<file path="src/rtl/seg7_pkg.sv">
// Shared constants, state encoding and hex-to-segment decode for the
// time-multiplexed 7-segment display driver.
package seg7_pkg;

    // All segments dark in the internal active-low form {dp, g..a}.
    localparam logic [7:0] SEG_OFF = 8'hFF;

    // Active-low gfedcba patterns, entry n at index n (0..F).
    localparam logic [15:0][6:0] HEX_TABLE = {
        7'h0E, 7'h06, 7'h21, 7'h46, 7'h03, 7'h08, 7'h10, 7'h00,
        7'h78, 7'h02, 7'h12, 7'h19, 7'h30, 7'h24, 7'h79, 7'h40
    };

    // IDLE: display disabled; BLANK: anti-ghost gap after a digit advance;
    // SCAN: current digit driven.
    typedef enum logic [1:0] {
        ST_IDLE  = 2'd0,
        ST_BLANK = 2'd1,
        ST_SCAN  = 2'd2
    } scan_state_e;

    function automatic logic [6:0] hex_decode(input logic [3:0] code);
        return HEX_TABLE[code];
    endfunction

    // Clock cycles per digit slot.
    function automatic int calc_div(input int clk_hz, input int scan_hz);
        return clk_hz / scan_hz;
    endfunction

endpackage

</file>
<file path="src/rtl/seg7_scan_display_if.sv">
// Display bus: character/control inputs from the decoder side and the
// registered pin-side outputs of the scan driver.
interface seg7_scan_display_if #(
    parameter int NUM_DIGITS = 8
);
    logic                    en;
    logic [4*NUM_DIGITS-1:0] digits;
    logic [NUM_DIGITS-1:0]   blank;
    logic [NUM_DIGITS-1:0]   dp;
    logic                    load;
    logic [7:0]              seg_out;
    logic [NUM_DIGITS-1:0]   seg_en;
    logic                    frame_done;

    modport master (
        output en, digits, blank, dp, load,
        input  seg_out, seg_en, frame_done
    );

    modport slave (
        input  en, digits, blank, dp, load,
        output seg_out, seg_en, frame_done
    );
endinterface

</file>
<file path="src/rtl/seg7_hex_decode.sv">
// Combinational 4-bit hex code to active-low gfedcba segment pattern.
module seg7_hex_decode
    import seg7_pkg::*;
(
    input  logic [3:0] code,
    output logic [6:0] seg_n
);
    // Table lookup shared with the package so every user decodes identically.
    always_comb seg_n = hex_decode(code);
endmodule

</file>
<file path="src/rtl/seg7_scan_display.sv">
// Time-multiplexed 7-segment scan driver: refresh prescaler, per-digit
// anti-ghost blanking, frame-synchronous shadow registers, registered pins.
module seg7_scan_display
    import seg7_pkg::*;
#(
    parameter int NUM_DIGITS     = 8,
    parameter int CLK_HZ         = 100_000_000,
    parameter int SCAN_HZ        = 1000,
    parameter int BLANK_CYC      = 2,
    parameter int ACTIVE_LOW_SEG = 1,
    parameter int ACTIVE_LOW_EN  = 1
) (
    input logic               clk,
    input logic               rst,
    seg7_scan_display_if.slave bus
);
    localparam int DIV   = calc_div(CLK_HZ, SCAN_HZ);
    localparam int PS_W  = (DIV > 1) ? $clog2(DIV) : 1;
    localparam int IDX_W = (NUM_DIGITS > 1) ? $clog2(NUM_DIGITS) : 1;
    localparam int BC_W  = (BLANK_CYC > 0) ? $clog2(BLANK_CYC + 1) : 1;

    localparam logic [PS_W-1:0]  PS_LAST   = PS_W'(DIV - 1);
    localparam logic [IDX_W-1:0] IDX_LAST  = IDX_W'(NUM_DIGITS - 1);
    localparam logic [BC_W-1:0]  BC_RELOAD = BC_W'(BLANK_CYC);
    // The IDLE->run cycle is itself dark, so startup loads one less.
    localparam logic [BC_W-1:0]  BC_START  = (BLANK_CYC > 0) ? BC_W'(BLANK_CYC - 1) : '0;

    localparam logic [7:0]            SEG_DARK = (ACTIVE_LOW_SEG != 0) ? SEG_OFF : ~SEG_OFF;
    localparam logic [NUM_DIGITS-1:0] EN_DARK  = (ACTIVE_LOW_EN != 0) ? '1 : '0;

    scan_state_e             state_q, state_d;
    logic [PS_W-1:0]         prescaler;
    logic [IDX_W-1:0]        idx;
    logic [BC_W-1:0]         blank_cnt;
    logic                    pending;
    logic [4*NUM_DIGITS-1:0] sh_digits;
    logic [NUM_DIGITS-1:0]   sh_blank;
    logic [NUM_DIGITS-1:0]   sh_dp;

    logic                    tick, wrap, capture;
    logic [3:0]              cur_code;
    logic [6:0]              dec_seg;
    logic [7:0]              seg_p0;
    logic [NUM_DIGITS-1:0]   en_p0;
    logic [7:0]              seg_out_p1;
    logic [NUM_DIGITS-1:0]   seg_en_p1;
    logic                    frame_done_p1;

    assign tick     = bus.en && (prescaler == PS_LAST);
    assign wrap     = tick && (idx == IDX_LAST);
    // Running: only at a frame boundary. Stopped: nothing is on screen, so load at once.
    assign capture  = bus.en ? (wrap && (pending || bus.load)) : bus.load;
    assign cur_code = sh_digits[{idx, 2'b00} +: 4];

    seg7_hex_decode u_dec (
        .code  (cur_code),
        .seg_n (dec_seg)
    );

    // Scan state register.
    always_ff @(posedge clk or negedge rst) begin
        if (!rst) state_q <= ST_IDLE;
        else      state_q <= state_d;
    end

    // Next state: blank gap after every advance, then drive until the next tick.
    always_comb begin
        state_d = state_q;
        if (!bus.en) begin
            state_d = ST_IDLE;
        end else begin
            case (state_q)
                ST_IDLE:  state_d = (BC_START != '0) ? ST_BLANK : ST_SCAN;
                ST_BLANK: begin
                    if (tick)                       state_d = (BLANK_CYC > 0) ? ST_BLANK : ST_SCAN;
                    else if (blank_cnt == BC_W'(1)) state_d = ST_SCAN;
                end
                ST_SCAN:  if (tick && BLANK_CYC > 0) state_d = ST_BLANK;
                default:  state_d = ST_IDLE;
            endcase
        end
    end

    // Prescaler, digit index and blank counter; all parked at zero while disabled.
    always_ff @(posedge clk or negedge rst) begin
        if (!rst) begin
            prescaler <= '0;
            idx       <= '0;
            blank_cnt <= '0;
        end else if (!bus.en) begin
            prescaler <= '0;
            idx       <= '0;
            blank_cnt <= '0;
        end else begin
            prescaler <= tick ? '0 : prescaler + 1'b1;
            if (tick) begin
                idx       <= (idx == IDX_LAST) ? '0 : idx + 1'b1;
                blank_cnt <= BC_RELOAD;
            end else if (state_q == ST_IDLE) begin
                blank_cnt <= BC_START;
            end else if (blank_cnt != '0) begin
                blank_cnt <= blank_cnt - 1'b1;
            end
        end
    end

    // Shadow copy of the display content, swapped only between frames.
    always_ff @(posedge clk or negedge rst) begin
        if (!rst) begin
            pending   <= 1'b0;
            sh_digits <= '0;
            sh_blank  <= '0;
            sh_dp     <= '0;
        end else if (capture) begin
            pending   <= 1'b0;
            sh_digits <= bus.digits;
            sh_blank  <= bus.blank;
            sh_dp     <= bus.dp;
        end else if (bus.load) begin
            pending   <= 1'b1;
        end
    end

    // Pin pattern for the current digit, built active-low then polarity-adjusted.
    always_comb begin
        logic [7:0]            seg_lo;
        logic [NUM_DIGITS-1:0] onehot;
        seg_lo = SEG_OFF;
        onehot = '0;
        if (bus.en && state_q == ST_SCAN) begin
            onehot = NUM_DIGITS'(1) << idx;
            if (!sh_blank[idx]) seg_lo = {~sh_dp[idx], dec_seg};
        end
        seg_p0 = (ACTIVE_LOW_SEG != 0) ? seg_lo : ~seg_lo;
        en_p0  = (ACTIVE_LOW_EN != 0) ? ~onehot : onehot;
    end

    // ---- stage p0 -> p1: registered pin outputs ----
    // Output registers, so the pins never glitch on decode.
    always_ff @(posedge clk or negedge rst) begin
        if (!rst) begin
            seg_out_p1    <= SEG_DARK;
            seg_en_p1     <= EN_DARK;
            frame_done_p1 <= 1'b0;
        end else begin
            seg_out_p1    <= seg_p0;
            seg_en_p1     <= en_p0;
            frame_done_p1 <= wrap;
        end
    end

    assign bus.seg_out    = seg_out_p1;
    assign bus.seg_en     = seg_en_p1;
    assign bus.frame_done = frame_done_p1;

endmodule

</file>
<file path="src/flat_wrapper.sv">
// flat-port wrapper written by rule: the top's interface ports become plain ports
module seg7_scan_display_flat import seg7_pkg::*;
#(
    parameter int NUM_DIGITS     = 8,
    parameter int CLK_HZ         = 100_000_000,
    parameter int SCAN_HZ        = 1000,
    parameter int BLANK_CYC      = 2,
    parameter int ACTIVE_LOW_SEG = 1,
    parameter int ACTIVE_LOW_EN  = 1
)
  (clk, rst, bus_en, bus_digits, bus_blank, bus_dp, bus_load, bus_seg_out, bus_seg_en, bus_frame_done);
  seg7_scan_display_if #(.NUM_DIGITS(NUM_DIGITS)) bus_i ();
  input logic clk;
  input logic rst;
  input wire logic [$bits(bus_i.en)-1:0] bus_en;
  input wire logic [$bits(bus_i.digits)-1:0] bus_digits;
  input wire logic [$bits(bus_i.blank)-1:0] bus_blank;
  input wire logic [$bits(bus_i.dp)-1:0] bus_dp;
  input wire logic [$bits(bus_i.load)-1:0] bus_load;
  output wire logic [$bits(bus_i.seg_out)-1:0] bus_seg_out;
  output wire logic [$bits(bus_i.seg_en)-1:0] bus_seg_en;
  output wire logic [$bits(bus_i.frame_done)-1:0] bus_frame_done;
  assign bus_i.en = bus_en;
  assign bus_i.digits = bus_digits;
  assign bus_i.blank = bus_blank;
  assign bus_i.dp = bus_dp;
  assign bus_i.load = bus_load;
  assign bus_seg_out = bus_i.seg_out;
  assign bus_seg_en = bus_i.seg_en;
  assign bus_frame_done = bus_i.frame_done;
  seg7_scan_display #(.NUM_DIGITS(NUM_DIGITS), .CLK_HZ(CLK_HZ), .SCAN_HZ(SCAN_HZ), .BLANK_CYC(BLANK_CYC), .ACTIVE_LOW_SEG(ACTIVE_LOW_SEG), .ACTIVE_LOW_EN(ACTIVE_LOW_EN)) u_core (.clk(clk), .rst(rst), .bus(bus_i));
endmodule
</file>
<file path="config.mk">
export PLATFORM = sky130hd
export DESIGN_NAME = seg7_scan_display_flat
export DESIGN_NICKNAME = d
export VERILOG_FILES = /design/src/rtl/seg7_pkg.sv /design/src/rtl/seg7_scan_display_if.sv /design/src/rtl/seg7_hex_decode.sv /design/src/rtl/seg7_scan_display.sv /design/src/flat_wrapper.sv
export SDC_FILE = /design/constraint.sdc
export NUM_CORES = 1
export LEC_CHECK = 0
export CORE_UTILIZATION = 53
export CTS_CLUSTER_SIZE = 8
export DETAILED_ROUTE_END_ITERATION = 6
export PLACE_DENSITY = 0.85
export SLEW_MARGIN = 10
export SYNTH_ARGS = -nofsm -noshare
export SYNTH_HDL_FRONTEND = slang
export SYNTH_SLANG_ARGS = --single-unit
</file>
<file path="constraint.sdc">
create_clock -name clk -period 3.03 [get_ports clk]
set_input_delay 0.303 -clock clk [delete_from_list [all_inputs] [get_ports clk]]
set_output_delay 0.303 -clock clk [all_outputs]
set_load 0.01 [all_outputs]
</file>
# == Word level (Yosys, flattened, before mapping) ==
# Memories as Yosys holds them, arrays and structs flattened.
# Index checks and enable logic that the tools add are counted.
# totals
rom_bits,112
ram_bits,0
wordCells,64
latchBits,0
in_bits,52
mem_count,1
reg_bits,90
# op_classes
n_mux,25
n_mul,0
n_lt_le_gt_ge,2
addsub,3
eq_ne,9
bitwise_logic,2
n_reduce_logical,9
shifts,2
div_mod_pow,0
# memory_table
name,depth,width,rd,rd_ports_with_merged_regs,wr,line_no,rtl
(name not given),16,7,1,0,0,seg7_pkg.sv:23,return HEX_TABLE[code];
# op_table
op,count
two-way mux 17 bit,2
indexed part select 32 x 6 -> 4 bit,1
two-way mux 8 bit,3
adder 17 x 1 -> 17 bit (second input constant),1
equality test 17 bit (second input constant),1
two-way mux 2 bit,8
two-way mux 3 bit,3
NOT 8 bit,1
left shift 1 x 3 -> 8 bit (first input constant),1
two-way mux 7 bit,1
binary-select mux 1 bit (select 3 bit),2
case mux 2 bit (3 select lines),1
less-than comparator 4 x 5 -> 1 bit (second input constant),1
two-way mux 1 bit,5
equality test 2 x 1 -> 1 bit (second input constant),2
logical AND 1 bit,4
less-than comparator 3 x 4 -> 1 bit (second input constant),1
!= test 4 x 1 -> 1 bit (second input constant),1
!= test 4 x 2 -> 1 bit (second input constant),1
nonzero test 2 bit,2
adder 3 x 1 -> 3 bit (second input constant),1
equality test 3 bit (second input constant),1
!= test 3 x 2 -> 1 bit (second input constant),1
equality test 2 bit (second input constant),1
other kinds (6),6

# == Longest topological paths before layout ==
# Gate-level depths: netlist of run 1.
# depth
ltp_word,6
mapped_depth,11
mapped_depth_nobuf,9

# == Cells and area by module ==
# A second synthesis of run 1 with hierarchy kept.
# hier_totals
cells_unflattened,344
hier_area_um2,4312.9
# modules_own_cells
module,area_per_inst_um2,cells_per_inst,instances
seg7_scan_display,4046.4,309,1
seg7_hex_decode,266.5,35,1

# == Least setup slack after synthesis of run 1 ==
# OpenSTA, ideal clock, no wires.
# synth_path
kind,register -> register
startpoint,reg u_core.idx[0]
endpoint,reg u_core.seg_out_p1[3] (netlist: u_core.bus.seg_out[3])
required_ns,2.943
path_buffers,2
slack_ns,0.615
path_stages_with_launch,11
synth_period_minus_slack_ns,2.415
setup_time_ns,0.087
arrival_ns,2.328
cell_sequence,dfrtp_1 buf_6 buf_4 mux4_2 mux2i_1 inv_1 ha_1 inv_1 nor3_1 a211oi_1 o21ai_0
# synth_between
elab_chain_len,5
elab_cells_between_ends,7
classes_between,shift: 1; mux: 5; memory: 1
# synth_lines
item,line_no,rtl
"start, declared",seg7_scan_display.sv:33,logic [IDX_W-1:0] idx;
"start signal, assigned",seg7_scan_display.sv:97,idx <= (idx == IDX_LAST) ? '0 : idx + 1'b1;
indexed part select 32 x 6 -> 4 bit,seg7_scan_display.sv:53,"assign cur_code = sh_digits[{idx, 2'b00} +: 4];"
memory read (16 x 7 bit),--,
two-way mux 7 bit (implied by the code),seg7_pkg.sv:23,
two-way mux 8 bit (*),seg7_scan_display.sv:132,"if (!sh_blank[idx]) seg_lo = {~sh_dp[idx], dec_seg};"
two-way mux 8 bit (*),seg7_scan_display.sv:130,if (bus.en && state_q == ST_SCAN) begin
named net u_core.seg_p0[3],seg7_scan_display.sv:43,logic [7:0] seg_p0;
"end signal, assigned",seg7_scan_display.sv:146,seg_out_p1 <= seg_p0;
"end, declared",seg7_scan_display.sv:45,logic [7:0] seg_out_p1;
# The timed path passes the listed nets; every way through them passes the cells marked *. The select of a mux whose other input is x is not followed.
# A chain may end at the register's enable or synchronous reset.

# == Worst setup path after layout of run 1 ==
# layout_path
startpoint,reg u_core.idx[1]
endpoint,reg u_core.seg_out_p1[3] (netlist: u_core.bus.seg_out[3])
# Same word-level chain as after synthesis.

==> results of run 1 <==
## worst min-delay path by stage
stage / start / end / slack [ps] / cells past startpoint
after floorplan: rst / u_core.blank_cnt[0] / 7 / 0
after global placement: u_core.sh_digits[28] / u_core.sh_digits[28] / 460 / 1
after detailed placement: u_core.sh_digits[28] / u_core.sh_digits[28] / 470 / 1
after CTS: rst / u_core.sh_digits[16] / 180 / 1
after global routing: rst / u_core.prescaler[12] / 240 / 1
final: rst / u_core.prescaler[12] / 150 / 1
## per-layer routing
layer	up-vias	track usage	part of all wire
met4	0	0.100	0.025
met5	-	0	0
met1	1406	0.281	0.43
li1	1328	-	-
met3	15	0.0340	0.037
met2	76	0.359	0.51
## worst max-delay path, stage by stage, from the launching register on
cell and delay [ps]:
dfrtp_1 680, mux4_2 390, nand2_1 100, and2_1 270, inv_1 150, ha_1 260, inv_1 90, nor3_1 60
a211oi_1 200, o21ai_0 130
## synth_stat cells, types with 2 or more instances
library cell,n,share of area
mux2i_1,6,0.014
or3_1,2,0.0029
ha_1,15,0.044
nand3b_1,2,0.0035
nand3_1,10,0.012
nor2_1,27,0.024
buf_2,6,0.0070
mux2_1,20,0.053
and3_1,7,0.010
clkinv_1,2,0.0018
a21oi_1,7,0.0082
dfstp_2,16,0.099
mux2_2,30,0.079
nand4_1,4,0.0059
buf_4,2,0.0035
o221ai_1,3,0.0062
a211oi_1,3,0.0053
nor3_1,6,0.0070
o21ai_2,2,0.0041
xor2_1,8,0.016
buf_6,4,0.011
and2_1,2,0.0029
o21ai_0,4,0.0047
inv_1,8,0.0070
dfrtp_1,74,0.43
nand2b_1,3,0.0044
and4_1,2,0.0041
mux4_2,10,0.053
nand2_1,27,0.024
xnor2_1,8,0.016
## cells in the final DEF, fill, tap and decap left out, types with 3 or more instances in the layout
master,netlist,final
xor2_1,8,8
xnor2_1,8,8
nand3_1,10,10
mux2_1,20,20
a21oi_1,7,7
nand4_1,4,4
clkbuf_8,0,9
nand2b_1,3,3
dfrtp_1,74,74
o21ai_0,4,4
mux4_2,10,10
clkdlybuf4s50_1,0,67
mux2_2,30,30
mux2i_1,6,6
nor3_1,6,6
o221ai_1,3,3
buf_4,2,6
a211oi_1,3,3
inv_1,8,8
ha_1,15,15
dfstp_2,16,16
nor2_1,27,27
nand2_1,27,27
and3_1,7,7
## metrics by stage
step / total power [mW] / utilization / instance area (sq um) / hold slack [ps]
6_report: 2.61 / 0.675 / 5240 / 146
5_1_grt: 2.72 / 0.675 / 5240 / 240
4_1_cts: 2.62 / 0.675 / 5240 / 184
3_5_place_dp: 1.80 / 0.649 / 5040 / 473
3_3_place_gp: 1.77 / 0.649 / 5040 / 464
2_1_floorplan: 1.63 / - / 4270 / 7.41
## layout make-up
| type | count | share of cell area |
|---|---|---|
| Sequential cell | 90 | 0.433 |
| Multi-Input combinational cell | 222 | 0.355 |
| Tap cell | 102 | 0.0243 |
| Clock inverter | 7 | 0.0146 |
| Clock buffer | 9 | 0.0236 |
| Timing Repair Buffer | 74 | 0.140 |
| Inverter | 11 | 0.00835 |
## power breakdown
part / internal, mW / total (mW) / switching (mW)
Sequential: 1.31 / 1.38 / 0.0642
Combinational: 0.226 / 0.403 / 0.177
Clock: 0.390 / 0.830 / 0.440
Total: 1.93 / 2.61 / 0.682
## sequential cells by signal (all words and copies together) (netlist names), 2 cells and up
signal,flops
u_core.sh_digits,32
u_core.state_q,2
u_core.prescaler,17
u_core.sh_dp,8
u_core.bus.seg_out,8
u_core.sh_blank,8
u_core.blank_cnt,2
u_core.idx,3
u_core.bus.seg_en,8
## cell families (layout without fill, tap and decap cells)
| logic type | Yosys count | after routing | share of synthesized area |
|---|---|---|---|
| and+or+nand+nor | 97 | 97 | 0.110 |
| xor gates and xnor gates | 16 | 16 | 0.0329 |
| AOI/OAI and AO/OA | 27 | 27 | 0.0437 |
| adders and majority gates | 15 | 15 | 0.0440 |
| buffers and inverters | 24 | 101 | 0.0323 |
| muxes | 67 | 67 | 0.204 |
| DFF | 90 | 90 | 0.533 |
==> flow_metrics.env, run 1 <==
export IMPL_status="finished, final reports clean"
export IMPL_dp_slack_ps=666
export IMPL_multiInputGateArea_sq_um=1860
export IMPL_endpoint="u_core.bus.seg_out[3]"
export IMPL_syn_to_final_growth_pct=22.9
export IMPL_ys_seq_area_frac=0.533
export IMPL_fp_coreArea_sq_um=7770
export IMPL_vias=2825
export IMPL_r2r_end="u_core.bus.seg_out[3]"
export IMPL_clock_path_buffers=2
export IMPL_drive_gt1_frac=0.208
export IMPL_max_freq_ghz=0.414
export IMPL_worstSetupStartpoint="u_core.idx[1]"
export IMPL_fin_crit_sh=0.797
export IMPL_fill_cells=560
export IMPL_cts_htree_levels=3
export IMPL_synthArstFlopShare=1.00
export IMPL_min_path_type="input pin to async pin"
export IMPL_track_usage=0.216
export IMPL_drt_iter0_markers=162
export IMPL_ioPinCount=69
export IMPL_yosys_register_bits=90
export IMPL_dp_hpwl_mm=5.93
export IMPL_start_kind="register"
export IMPL_first_global_vias=2803
export IMPL_ys_warn_count=0
export IMPL_overflow=0
export IMPL_die_area_sq_um=8410
export IMPL_grt_max_degree=91
export IMPL_netlist_cell_type_count=46
export IMPL_gp_congestion=0.801
export IMPL_wl_per_cell_um=16.4
export IMPL_r2r_start="u_core.idx[1]"
export IMPL_yosys_most_used_dff="dfrtp_1"
export IMPL_criticalPathCategory="register to register"
export IMPL_clk_pin_slew_ps=100
export IMPL_p_per_area_nw_per_um2=498
export IMPL_rows=32
export IMPL_ff_latch_area_sq_um=2270
export IMPL_final_hold_viol_count=0
export IMPL_slew_headroom=0.272
export IMPL_setup_violations_final=0
export IMPL_io_buffers=68
export IMPL_cts_num_sinks=90
export IMPL_setup_slack_ps=614
export IMPL_syn_num_nets=403
export IMPL_post_cts_resize_count=0
export IMPL_clkLatencyLatePin_ps=360
export IMPL_ir_worst_vdd_v=0.000281
export IMPL_fin_setup_tns_ps=0
export IMPL_p_leak_nw=2.16
export IMPL_drtAntennaViolNets=0
export IMPL_timing_final_max_slew_violations=0
export IMPL_reg2reg_slack_ps=610
export IMPL_syn_area_sq_um=4270
export IMPL_cp_max_fo=13
export IMPL_grt_pass1_wl_mm=13.8
export IMPL_drt_pass1_iterations=4
export IMPL_postCtsHoldBufs=0
export IMPL_placed_cells=499
export IMPL_layout_min_cycle_time_ps=2420
export IMPL_maxCapViolCount=0
export IMPL_drc=0
export IMPL_grt_setup_unrepaired="no"
export IMPL_antenna_found_initial=0
export IMPL_worstPathArrival_ps=2690
export IMPL_instances_no_fill=515
export IMPL_diodes=0
export IMPL_reg2reg_depth=9
export IMPL_tightest_slew_ps=1090
export IMPL_endpoint_kind="register"
export IMPL_syn_inst=336
export IMPL_syn_area_per_cell_sq_um=12.7
export IMPL_worstPathRequired_ps=3300
export IMPL_cts_setup_buffers=0
export IMPL_nets=475
export IMPL_initial_utilization=0.549
export IMPL_viasPerCell=5.49
export IMPL_cts_root_buf="clkbuf_8"
export IMPL_fin_skew_ps=13.7
export IMPL_die_h_um=91.7
export IMPL_dieWidth_um=91.7
export IMPL_cts_tree="yes"
export IMPL_synth_edf_count=0
export IMPL_cts_inserted_buffers=9
export IMPL_drt_total_wl_mm=8.45
No activity file was read; power rests on OpenSTA's default activity.
==> inputs of run 2 (changes only) <==
- CORE_UTILIZATION: 53 -> 48
- PLACE_DENSITY: 0.85 -> 0.82
- clock period: 3.03 -> 2.15 ns (I/O delays scaled with it)
==> flow_metrics.env, run 2 (same netlist as run 1, synthesis figures left out) <==
export IMPL_cts_root_buf="clkbuf_8"
export IMPL_fp_coreArea_sq_um=8680
export IMPL_vias=2992
export IMPL_cts_num_sinks=90
export IMPL_comb_power_share=0.179
export IMPL_dp_hpwl_mm=6.42
export IMPL_fin_crit_sh=1.00
export IMPL_clk_pin_slew_ps=90
export IMPL_diodes=0
export IMPL_drive_gt1_frac=0.301
export IMPL_tightest_slew_ps=546
export IMPL_die_h_um=96.3
export IMPL_setup_slack_ps=-8.19
export IMPL_final_hold_viol_count=0
export IMPL_endpoint_kind="register"
export IMPL_status="finished, violations left"
export IMPL_power_internal_mw=2.87
export IMPL_slew_headroom=0.634
export IMPL_dieWidth_um=96.3
export IMPL_cts_inserted_buffers=9
export IMPL_final_core_util=0.657
export IMPL_violations="negative setup slack"
export IMPL_p_clk_frac=0.314
export IMPL_p_leak_nw=2.42
export IMPL_seq_power_share=0.507
export IMPL_p_per_area_nw_per_um2=674
export IMPL_min_path_type="input pin to async pin"
export IMPL_grt_setup_unrepaired="yes"
export IMPL_max_freq_ghz=0.463
export IMPL_viasPerCell=5.44
export IMPL_overflow=0
export IMPL_drt_iter0_markers=205
export IMPL_largest_register_ffs=32
export IMPL_timing_hold_ws_ps=355
export IMPL_criticalPathCategory="register to register"
export IMPL_multiInputGateArea_sq_um=1970
export IMPL_start_kind="register"
export IMPL_cts_htree_levels=3
export IMPL_worstPathArrival_ps=2410
export IMPL_worstPathRequired_ps=2400
export IMPL_mostFrequentLayoutCells="dfrtp_1 (73), clkdlybuf4s50_1 (67), nand2_1 (27), nor2_1 (27), buf_4 (24)"
export IMPL_timing_final_max_slew_violations=0
export IMPL_cts_tree="yes"
export IMPL_ff_latch_area_sq_um=2270
export IMPL_gp_congestion=0.823
export IMPL_ioPinCount=69
export IMPL_fin_setup_tns_ps=-15.3
export IMPL_top_regs="u_core.sh_digits: 32 flops, u_core.prescaler: 17 flops"
export IMPL_layout_min_cycle_time_ps=2160
export IMPL_fin_skew_ps=14.3
export IMPL_drtAntennaViolNets=0
export IMPL_wl_per_cell_um=17.3
export IMPL_die_area_sq_um=9270
export IMPL_initial_utilization=0.491
export IMPL_drc=0
export IMPL_switching_share=0.255
export IMPL_fill_cells=635
export IMPL_nets=504
export IMPL_rows=34
export IMPL_drt_pass1_iterations=4
export IMPL_cp_max_fo=8
export IMPL_io_buffers=68
export IMPL_grt_pass1_wl_mm=14.2
export IMPL_clkLatencyLatePin_ps=360
export IMPL_clock_path_buffers=2
export IMPL_setup_violations_final=3
export IMPL_syn_to_final_growth_pct=33.8
export IMPL_final_common_cell="dfrtp_1"
export IMPL_antenna_found_initial=0
export IMPL_track_usage=0.208
export IMPL_top_register="u_core.sh_digits"
export IMPL_maxCapViolCount=0
export IMPL_grt_max_degree=54
export IMPL_first_global_vias=2890
export IMPL_drt_total_wl_mm=9.52
export IMPL_ir_worst_vdd_v=0.000396
export IMPL_power_switching_mw=0.981
[run 2: changes by cell type in the layout (fill, tap and decap cells not counted), moves of 2 or more]
| cell | before | now |
|---|---|---|
| buf_12 | 1 | 6 |
| buf_4 | 6 | 24 |
| buf_6 | 0 | 3 |
| clkbuf_16 | 0 | 2 |
| clkbuf_8 | 9 | 11 |
| ha_1 | 15 | 13 |
| ha_2 | 0 | 2 |
| inv_1 | 8 | 6 |
| inv_2 | 0 | 2 |
| mux2_1 | 20 | 11 |
| mux2_2 | 30 | 18 |
| mux2_4 | 0 | 21 |
[run 2: cell type report]
cell class | instances | area share
clock buffers | 11 | 0.0265
clock inverters | 5 | 0.0105
inverters | 11 | 0.00833
multi-input cells | 222 | 0.346
flip-flops and latches | 90 | 0.398
well taps | 108 | 0.0237
repair buffers | 103 | 0.187
[run 2: path summary, 6_finish.rpt]
path / startpoint / endpoint / slack, ps / depth (start not counted)
setup / recovery: u_core.prescaler[1] / u_core.sh_digits[16] / -8 / 8
hold / removal: rst / u_core.sh_digits[18] / 360 / 2
setup reg to reg: u_core.prescaler[1] / u_core.sh_digits[16] / -8 / 8
hold reg to reg: u_core.sh_blank[4] / u_core.sh_blank[4] / 490 / 1
max in group asynchronous: rst / u_core.idx[2] / 1140 / 3
min in group clk: bus_digits[28] / u_core.sh_digits[28] / 450 / 2
[run 2: timing repair]
item / in CTS / in global routing
pin swaps: 1 / 4
gates resized for setup: 2 / 31
hold endpoints to repair: 21 / 0
buffers inserted: 0 / 4
hold buffers: 1 / 0
endpoints found under the setup margin: 47 / 50
gates cloned: 0 / 3
[run 2: through the flow]
stage | setup WS [ps] | instance area [sq um] | instances | total power, mW
2_1_floorplan | 1.74 | 4290 | 336 | 2.31
3_3_place_gp | 33.2 | 5280 | 526 | 2.55
3_5_place_dp | -22.7 | 5280 | 526 | 2.58
4_1_cts | 6.62 | 5500 | 543 | 3.79
5_1_grt | -113 | 5710 | 550 | 4.02
6_report | -8.19 | 5710 | 550 | 3.85
[run 2: worst max-delay path, stage by stage (launching register included)]
cell	delay [ps]
dfrtp_1	390
ha_2	200
and4_1	200
and2_1	160
nand4_1	220
o21ai_4	230
buf_4	160
clkbuf_16	160
mux2_2	340
[run 2: routing by layer]
metal	vias to the layer above	GRT usage	share of wire
met5	-	0	0
met4	0	0.0746	0.025
met3	19	0.0490	0.048
met2	103	0.329	0.51
met1	1485	0.280	0.42
li1	1385	-	-
[run 2: power by group through the flow]
stage          combinational (mW)  sequential (mW)  clock, mW
6_report                    0.689             1.95       1.21
5_1_grt                     0.743             1.97       1.31
4_1_cts                     0.616             1.94       1.23
3_5_place_dp                0.612             1.97          0
3_3_place_gp                0.586             1.96          0
2_1_floorplan               0.368             1.94          0
